[src/rtl/hilo_pkg.sv]
// Shared definitions for the HI/LO multiply controller: state encoding,
// counter width and default timing parameters.
package hilo_pkg;

    localparam int MIN_LAT_DEF = 33;
    localparam int TIMEOUT_DEF = 64;
    localparam int CNT_W       = 7;

    typedef enum logic [1:0] {
        ST_IDLE = 2'd0,
        ST_RUN  = 2'd1,
        ST_WB   = 2'd2
    } hilo_state_t;

endpackage

[src/rtl/hilo_ctrl.sv]
// HI/LO register file plus sequencer for an external multi-cycle multiplier.
// Launches the multiplier, waits out its minimum latency, writes back or times out.
module hilo_ctrl
    import hilo_pkg::*;
#(
    parameter int MIN_LAT = MIN_LAT_DEF,
    parameter int TIMEOUT = TIMEOUT_DEF
) (
    input  logic              clk,
    input  logic              reset,
    input  logic              op_start,
    input  logic [31:0]       op_a,
    input  logic [31:0]       op_b,
    input  logic              mthi,
    input  logic              mtlo,
    input  logic [31:0]       wdata,
    output logic [31:0]       mul_a,
    output logic [31:0]       mul_b,
    output logic              mul_init,
    input  logic              mul_done,
    input  logic [31:0]       mul_hi,
    input  logic [31:0]       mul_lo,
    output logic [31:0]       hi,
    output logic [31:0]       lo,
    output logic              busy,
    output logic              done_pulse,
    output logic              err,
    output hilo_state_t       dbg_state,
    output logic [CNT_W-1:0]  dbg_cnt
);

    localparam logic [CNT_W-1:0] MIN_LAT_C = CNT_W'(MIN_LAT);
    localparam logic [CNT_W-1:0] TIMEOUT_C = CNT_W'(TIMEOUT);

    hilo_state_t       state_q;
    logic [CNT_W-1:0]  cnt_q;
    logic [CNT_W-1:0]  cnt_d;
    logic [31:0]       mul_a_q;
    logic [31:0]       mul_b_q;
    logic [31:0]       hi_q;
    logic [31:0]       lo_q;
    logic              mul_init_q;
    logic              busy_q;
    logic              done_pulse_q;
    logic              err_q;

    // Saturating increment so a stuck RUN never wraps back under MIN_LAT.
    always_comb begin
        cnt_d = cnt_q;
        if (cnt_q != {CNT_W{1'b1}}) begin
            cnt_d = cnt_q + CNT_W'(1);
        end
    end

    always_ff @(posedge clk or posedge reset) begin
        if (reset) begin
            state_q      <= ST_IDLE;
            cnt_q        <= '0;
            mul_a_q      <= '0;
            mul_b_q      <= '0;
            hi_q         <= '0;
            lo_q         <= '0;
            mul_init_q   <= 1'b0;
            busy_q       <= 1'b0;
            done_pulse_q <= 1'b0;
            err_q        <= 1'b0;
        end else begin
            done_pulse_q <= 1'b0;
            if (mthi) begin
                hi_q <= wdata;
            end
            if (mtlo) begin
                lo_q <= wdata;
            end
            case (state_q)
                ST_IDLE: begin
                    if (op_start) begin
                        mul_a_q    <= op_a;
                        mul_b_q    <= op_b;
                        err_q      <= 1'b0;
                        cnt_q      <= '0;
                        mul_init_q <= 1'b1;
                        busy_q     <= 1'b1;
                        state_q    <= ST_RUN;
                    end
                end
                ST_RUN: begin
                    cnt_q <= cnt_d;
                    // A done level seen before MIN_LAT may be stale from the last operation.
                    if (mul_done && (cnt_q >= MIN_LAT_C)) begin
                        mul_init_q   <= 1'b0;
                        done_pulse_q <= 1'b1;
                        state_q      <= ST_WB;
                    end else if (cnt_d == TIMEOUT_C) begin
                        mul_init_q <= 1'b0;
                        busy_q     <= 1'b0;
                        err_q      <= 1'b1;
                        state_q    <= ST_IDLE;
                    end
                end
                ST_WB: begin
                    // Placed after the mthi/mtlo writes so the product wins a collision.
                    hi_q    <= mul_hi;
                    lo_q    <= mul_lo;
                    busy_q  <= 1'b0;
                    state_q <= ST_IDLE;
                end
                default: begin
                    mul_init_q <= 1'b0;
                    busy_q     <= 1'b0;
                    state_q    <= ST_IDLE;
                end
            endcase
        end
    end

    assign mul_a      = mul_a_q;
    assign mul_b      = mul_b_q;
    assign mul_init   = mul_init_q;
    assign hi         = hi_q;
    assign lo         = lo_q;
    assign busy       = busy_q;
    assign done_pulse = done_pulse_q;
    assign err        = err_q;
    assign dbg_state  = state_q;
    assign dbg_cnt    = cnt_q;

endmodule
[config.mk]
export PLATFORM = sky130hd
export DESIGN_NAME = hilo_ctrl
export DESIGN_NICKNAME = d
export VERILOG_FILES = /design/src/rtl/hilo_pkg.sv /design/src/rtl/hilo_ctrl.sv
export SDC_FILE = /design/constraint.sdc
export NUM_CORES = 1
export LEC_CHECK = 0
export CAP_MARGIN = 40
export CORE_UTILIZATION = 36
export CTS_CLUSTER_DIAMETER = 60
export CTS_CLUSTER_SIZE = 24
export DETAILED_ROUTE_END_ITERATION = 7
export PLACE_DENSITY_LB_ADDON = 0.25
export SYNTH_ARGS = -nofsm -noshare
export SYNTH_HDL_FRONTEND = slang
export SYNTH_SLANG_ARGS = --single-unit
[constraint.sdc]
create_clock -name clk -period 4.8 [get_ports clk]
set_input_delay 0.72 -clock clk [delete_from_list [all_inputs] [get_ports clk]]
set_output_delay 0.72 -clock clk [all_outputs]
set_load 0.03 [all_outputs]
Yosys cells after proc, flatten, opt, wreduce, memory -nomap -nowiden
Cells that the tools add are included.
{ "totals": {"reg_bits": 141, "wordCells": 55, "out_inout_bits": 141, "inputBits": 166} }
{ "classes": {"n_bitwise": 1, "order_cmp": 1, "n_mux": 23, "n_addsub": 1, "reduce_logical": 11, "n_eq_ne": 8} }
{ "ops": {"columns": ["op", "n"], "rows": [
  ["two-way mux 32 bit", 4],
  ["two-way mux 7 bit", 2],
  ["case mux 7 bit (2 select lines)", 1],
  ["two-way mux 1 bit", 9],
  ["adder 7 x 1 -> 7 bit, second input constant", 1],
  ["== test 7 bit, second input constant", 1],
  ["greater-or-equal comparator 7 x 6 -> 1 bit, second input constant", 1],
  ["inequality test 7 bit, second input constant", 1],
  ["two-way mux 2 bit", 3],
  ["inequality test 2 bit, second input constant", 3],
  ["AND reduction 2 bit", 3],
  ["AND reduction 3 bit", 2],
  ["nonzero test 2 bit", 3],
  ["case mux 1 bit (2 select lines)", 2],
  ["case mux 2 bit (2 select lines)", 1],
  ["AND reduction 4 bit", 1],
  ["inequality test 3 bit, second input constant", 1],
  ["case mux 1 bit (3 select lines)", 1],
  ["== test 2 x 1 -> 1 bit, second input constant", 1],
  ["== test 2 bit, second input constant", 1],
  ["logical NOT 2 bit", 1],
  ["logical AND 1 bit", 1],
  ["inverter 1 bit", 1]
]} }

Longest topological paths before layout
{ "depth": {"ltp_word": 6, "depth_mapped": 7, "depth_no_buf": 7} }

Least setup slack after synthesis
Ideal clock, no wire load.
{ "synth_path": {"path_type": "reg2reg", "start": "register cnt_q[1] (netlist: dbg_cnt[1])", "end": "register mul_init_q (netlist: mul_init)", "arrival_time_ps": 1946, "required_time_ps": 4724, "stages_incl_launch_ff": 8, "path_buffers": 0, "slack_ps": 2778, "synth_period_minus_slack_ps": 2022, "setup_ps": 76, "path_cell_list": "dfrtp_1 > inv_1 > ha_1 > or4_1 > o31a_1 > o21ai_4 > nand3b_1 > o21ai_1"} }
{ "synth_via": {"elab_chain_cells": 5, "word_cells_on_any_way": 10, "classes_between": "add/sub: 1; order compare: 1; eq/ne: 3; mux: 3; reduce/logical: 2"} }
{ "synth_rtl": {"columns": ["item", "line_no", "text"], "rows": [
  ["start, declared", "hilo_ctrl.sv:36", "logic [CNT_W-1:0] cnt_q;"],
  ["start signal, assigned", "hilo_ctrl.sv:88", "cnt_q <= cnt_d;"],
  ["adder 7 x 1 -> 7 bit / inequality test 7 bit (equally long branches)", "hilo_ctrl.sv:51, hilo_ctrl.sv:50", null],
  ["two-way mux 7 bit", "hilo_ctrl.sv:50", "if (cnt_q != {CNT_W{1'b1}}) begin"],
  ["== test 7 bit", "hilo_ctrl.sv:94", "end else if (cnt_d == TIMEOUT_C) begin"],
  ["inequality test 3 bit (no line)", null, null],
  ["AND reduction 3 bit (no line)", null, null],
  ["end signal, assigned", "hilo_ctrl.sv:63", "mul_init_q <= 1'b0;"],
  ["end signal, assigned", "hilo_ctrl.sv:91", "mul_init_q <= 1'b0;"],
  ["end signal, assigned", "hilo_ctrl.sv:95", "mul_init_q <= 1'b0;"],
  ["end, declared", "hilo_ctrl.sv:42", "logic mul_init_q;"]
]} }
Parallel ways exist; a longest one is shown, timed or not.
A chain may end at the register's enable or synchronous reset.

Worst setup path after layout
{ "layout_path": {"start": "register cnt_q[0] (netlist: dbg_cnt[0])", "end": "output port dbg_cnt[0]"} }
{ "layout_lines": {"columns": ["item", "line_no", "text"], "rows": [
  ["end, declared", "hilo_ctrl.sv:29", "output logic [CNT_W-1:0] dbg_cnt"]
]} }
No word-level cell between the ends.

==> results.py <==
metrics = {
    "layout": {
        "finalNonFillerCells": 1151,
        "design_area_um2": 9899,
        "fin_util_pct": 61.65,
        "nets": 1089,
        "num-fill-cells": 1342,
        "area_growth_pct": 65.21,
        "layout-drive-gt1-share_pct": 5.246,
    },
    "pwr": {
        "powerDensity_nw_per_um2": 557.2,
        "p_leak_nw": 4.407,
        "vdd_ir_drop_max_v": 0.0003623,
    },
    "drt": {
        "drt_wl_total_mm": 18.17,
        "via_per_inst": 4.719,
        "first_pass_iters": 5,
        "wl_per_cell_um": 15.79,
        "ant_nets": 0,
        "num_vias": 5432,
        "drt_iter0_drc": 256,
        "drc": 0,
    },
    "status": {
        "outcome": "completed",
    },
    "sta": {
        "slew_headroom_pct": 47.32,
        "maxSlewViolCount": 0,
        "rsz0062_at_grt": "false",
        "final-hold-violation-count": 0,
        "clock_skew_ns": 0.007679,
        "setup_tns_ns": 0,
        "min_period_over_period_pct": 50.83,
        "tightest_slew_ns": 0.7902,
        "max_freq_mhz": 409.8,
        "period_needed_ns": 2.440,
        "finalSetupViolations": 0,
    },
    "grt": {
        "antenna_found_initial": 1,
        "grt_max_degree": 89,
        "grt_util_met1_pct": 24.42,
        "grt_pass1_vias": 5235,
        "top_usage_layer": "met2",
        "grtUsageTotal_pct": 20.88,
        "grt_util_met3_pct": 8.795,
        "grt_pass1_wl_mm": 26.91,
        "grt_overflow": 0,
        "met2_usage_pct": 33.58,
    },
    "critical_path": {
        "cp-end-kind": "primary output",
        "endpoint": "dbg_cnt[0]",
        "r2r_cells": 6,
        "crit_fanout": 10,
        "startpoint": "dbg_cnt[0]",
        "crit_path_top_delay_cell": "clkdlybuf4s50_1",
        "r2r_slack_ns": 2.63,
        "slowest_delay_ns": 0.75,
        "cp.depth": 1,
        "cp_data_required_time_ns": 4.08,
        "start_kind": "flop",
        "cp.arrival_ns": 1.72,
        "worstPathCellList": "clkdlybuf4s50_1",
        "reg2reg_from": "dbg_cnt[0]",
        "cp.buffers_inverters": 1,
        "reg2reg_to": "busy",
        "crit_family": "buffers and inverters",
        "crit_type": "reg2out",
    },
    "clock_tree": {
        "path_clk_slew_ns": 0.06,
        "clockBufferDepth": 2,
        "cts_tree": "built",
        "root_buffer": "clkbuf_16",
        "clkSinkCount": 141,
        "cts_max_level": 4,
        "post_cts_resized": 0,
        "clock_latency_ns": 0.41,
        "cts_hold_buf": 0,
        "numCtsBuffers": 17,
        "post-cts-setup-buffers": 0,
    },
    "synth": {
        "syn_area_um2": 5992,
        "synth_flop_cell": "dfrtp_1",
        "synth.avg_cell_area_um2": 9.557,
        "syn_inst": 627,
        "ys_seq_elements": 141,
        "synth_warnings": 0,
        "synth_cell_types": 34,
        "yosysSeqAreaShare_pct": 58.88,
        "postSynth.asyncResetShare_pct": 100.0,
        "synth-edff-count": 0,
        "synth_fp_nets": 795,
    },
    "floorplan": {
        "initial_core_util_pct": 37.31,
        "die_w_um": 131.0,
        "rows": 46,
        "die_area_um2": 17160,
        "num_io_pins": 307,
        "die_h_um": 131.0,
        "core-area_um2": 16060,
    },
    "placed_design": {
        "dpl_cell_area_um2": 9258,
        "io_buffers": 306,
        "post-dp-hpwl_mm": 12.76,
        "dp.cells": 1118,
        "gp_congestion": 0.8144,
    },
    "min_path": {
        "min_path_type": "reg2reg",
    },
    "job": {
        "drv_cap": 0,
    },
}
[cells in the mapped netlist (2+ instances only)]
cell / number / share of area, %
buf_2: 5 / 0.42
o21ai_0: 68 / 5.7
nand4_1: 2 / 0.21
nand2_1: 265 / 17
a21oi_1: 8 / 0.67
inv_1: 4 / 0.25
nor2_1: 8 / 0.50
ha_1: 2 / 0.42
buf_1: 6 / 0.38
dfrtp_1: 141 / 59
mux2i_1: 64 / 11
a311oi_1: 3 / 0.44
nor3_1: 3 / 0.25
o21ai_1: 2 / 0.17
clkbuf_1: 27 / 1.7
[placed cells by master (no fill, tap or decap), drive strengths merged, types with 2 or more instances in the layout]
cell type      instances
clkdlybuf4s50        304
a21oi                  8
buf                   10
ha                     2
inv                    7
bufinv                 4
mux2i                 64
o21ai                 71
nand2                265
dfrtp                141
nor3                   3
nor2                   8
a311oi                 3
clkinv                 2
nand4                  2
clkinvlp               3
clkbuf                20
[kinds of logic after synthesis]
kind of cell	Yosys count	share of synthesized area, %
AND/OR/NAND/NOR	287	18.67
AO/OA/AOI/OAI	88	8.081
adder cells (fa/ha/maj)	2	0.4176
multiplexers	65	10.88
flip-flops	141	58.88
XOR/XNOR	1	0.1462
buffers and inverters	43	2.923
[per-stage QoR]
stage          setup slack [ns]  hold WS, ns  power (W)
2_1_floorplan            0.2988       0.6499   0.003047
3_3_place_gp              2.179       0.4571   0.004095
3_5_place_dp              2.168       0.4615   0.004121
4_1_cts                   2.346       0.4763   0.005566
5_1_grt                   2.284       0.4943   0.005805
6_report                  2.360       0.4710   0.005516
[final cells by class]
type	instances	area [um2]	area share, %
clock inverters	12	182.7	1.845
inverters	4	20.02	0.2022
clock buffers	20	456.7	4.613
multi-input cells	443	2301	23.24
repair buffers	314	3138	31.70
flip-flops and latches	141	3528	35.64
well taps	216	270.3	2.730
diodes	1	2.502	0.02528
[flip-flops by register name, indices dropped and copies added, names as in the netlist]
name,flops
hi,32
err,1
dbg_state,2
lo,32
done_pulse,1
busy,1
mul_init,1
mul_a,32
dbg_cnt,7
mul_b,32
[how the worst min path moves through the flow]
stage,start,slack [ns],cells after the start,end
after detailed placement,mul_a[11],0.46,2,mul_a[11]
after floorplan,mul_a[26],0.65,2,mul_a[26]
after global placement,mul_b[17],0.46,2,mul_b[17]
after CTS,mul_b[10],0.48,2,mul_b[10]
after global routing,mul_a[12],0.49,2,mul_a[12]
final,mul_b[10],0.47,2,mul_b[10]
[where the power goes]
group          total, W  internal [W]  switching [W]
Sequential      0.00182       0.00156       0.000261
Clock           0.00142      0.000902       0.000515
Combinational   0.00228      0.000954        0.00132
Total           0.00552       0.00342        0.00210
[routing by layer]
layer	share of wire (%)	wire, um
met5	0	0
met4	1.9	339
met3	11	2032
met2	48	8639
met1	39	7162
No activity file was read; power rests on OpenSTA's default activity.
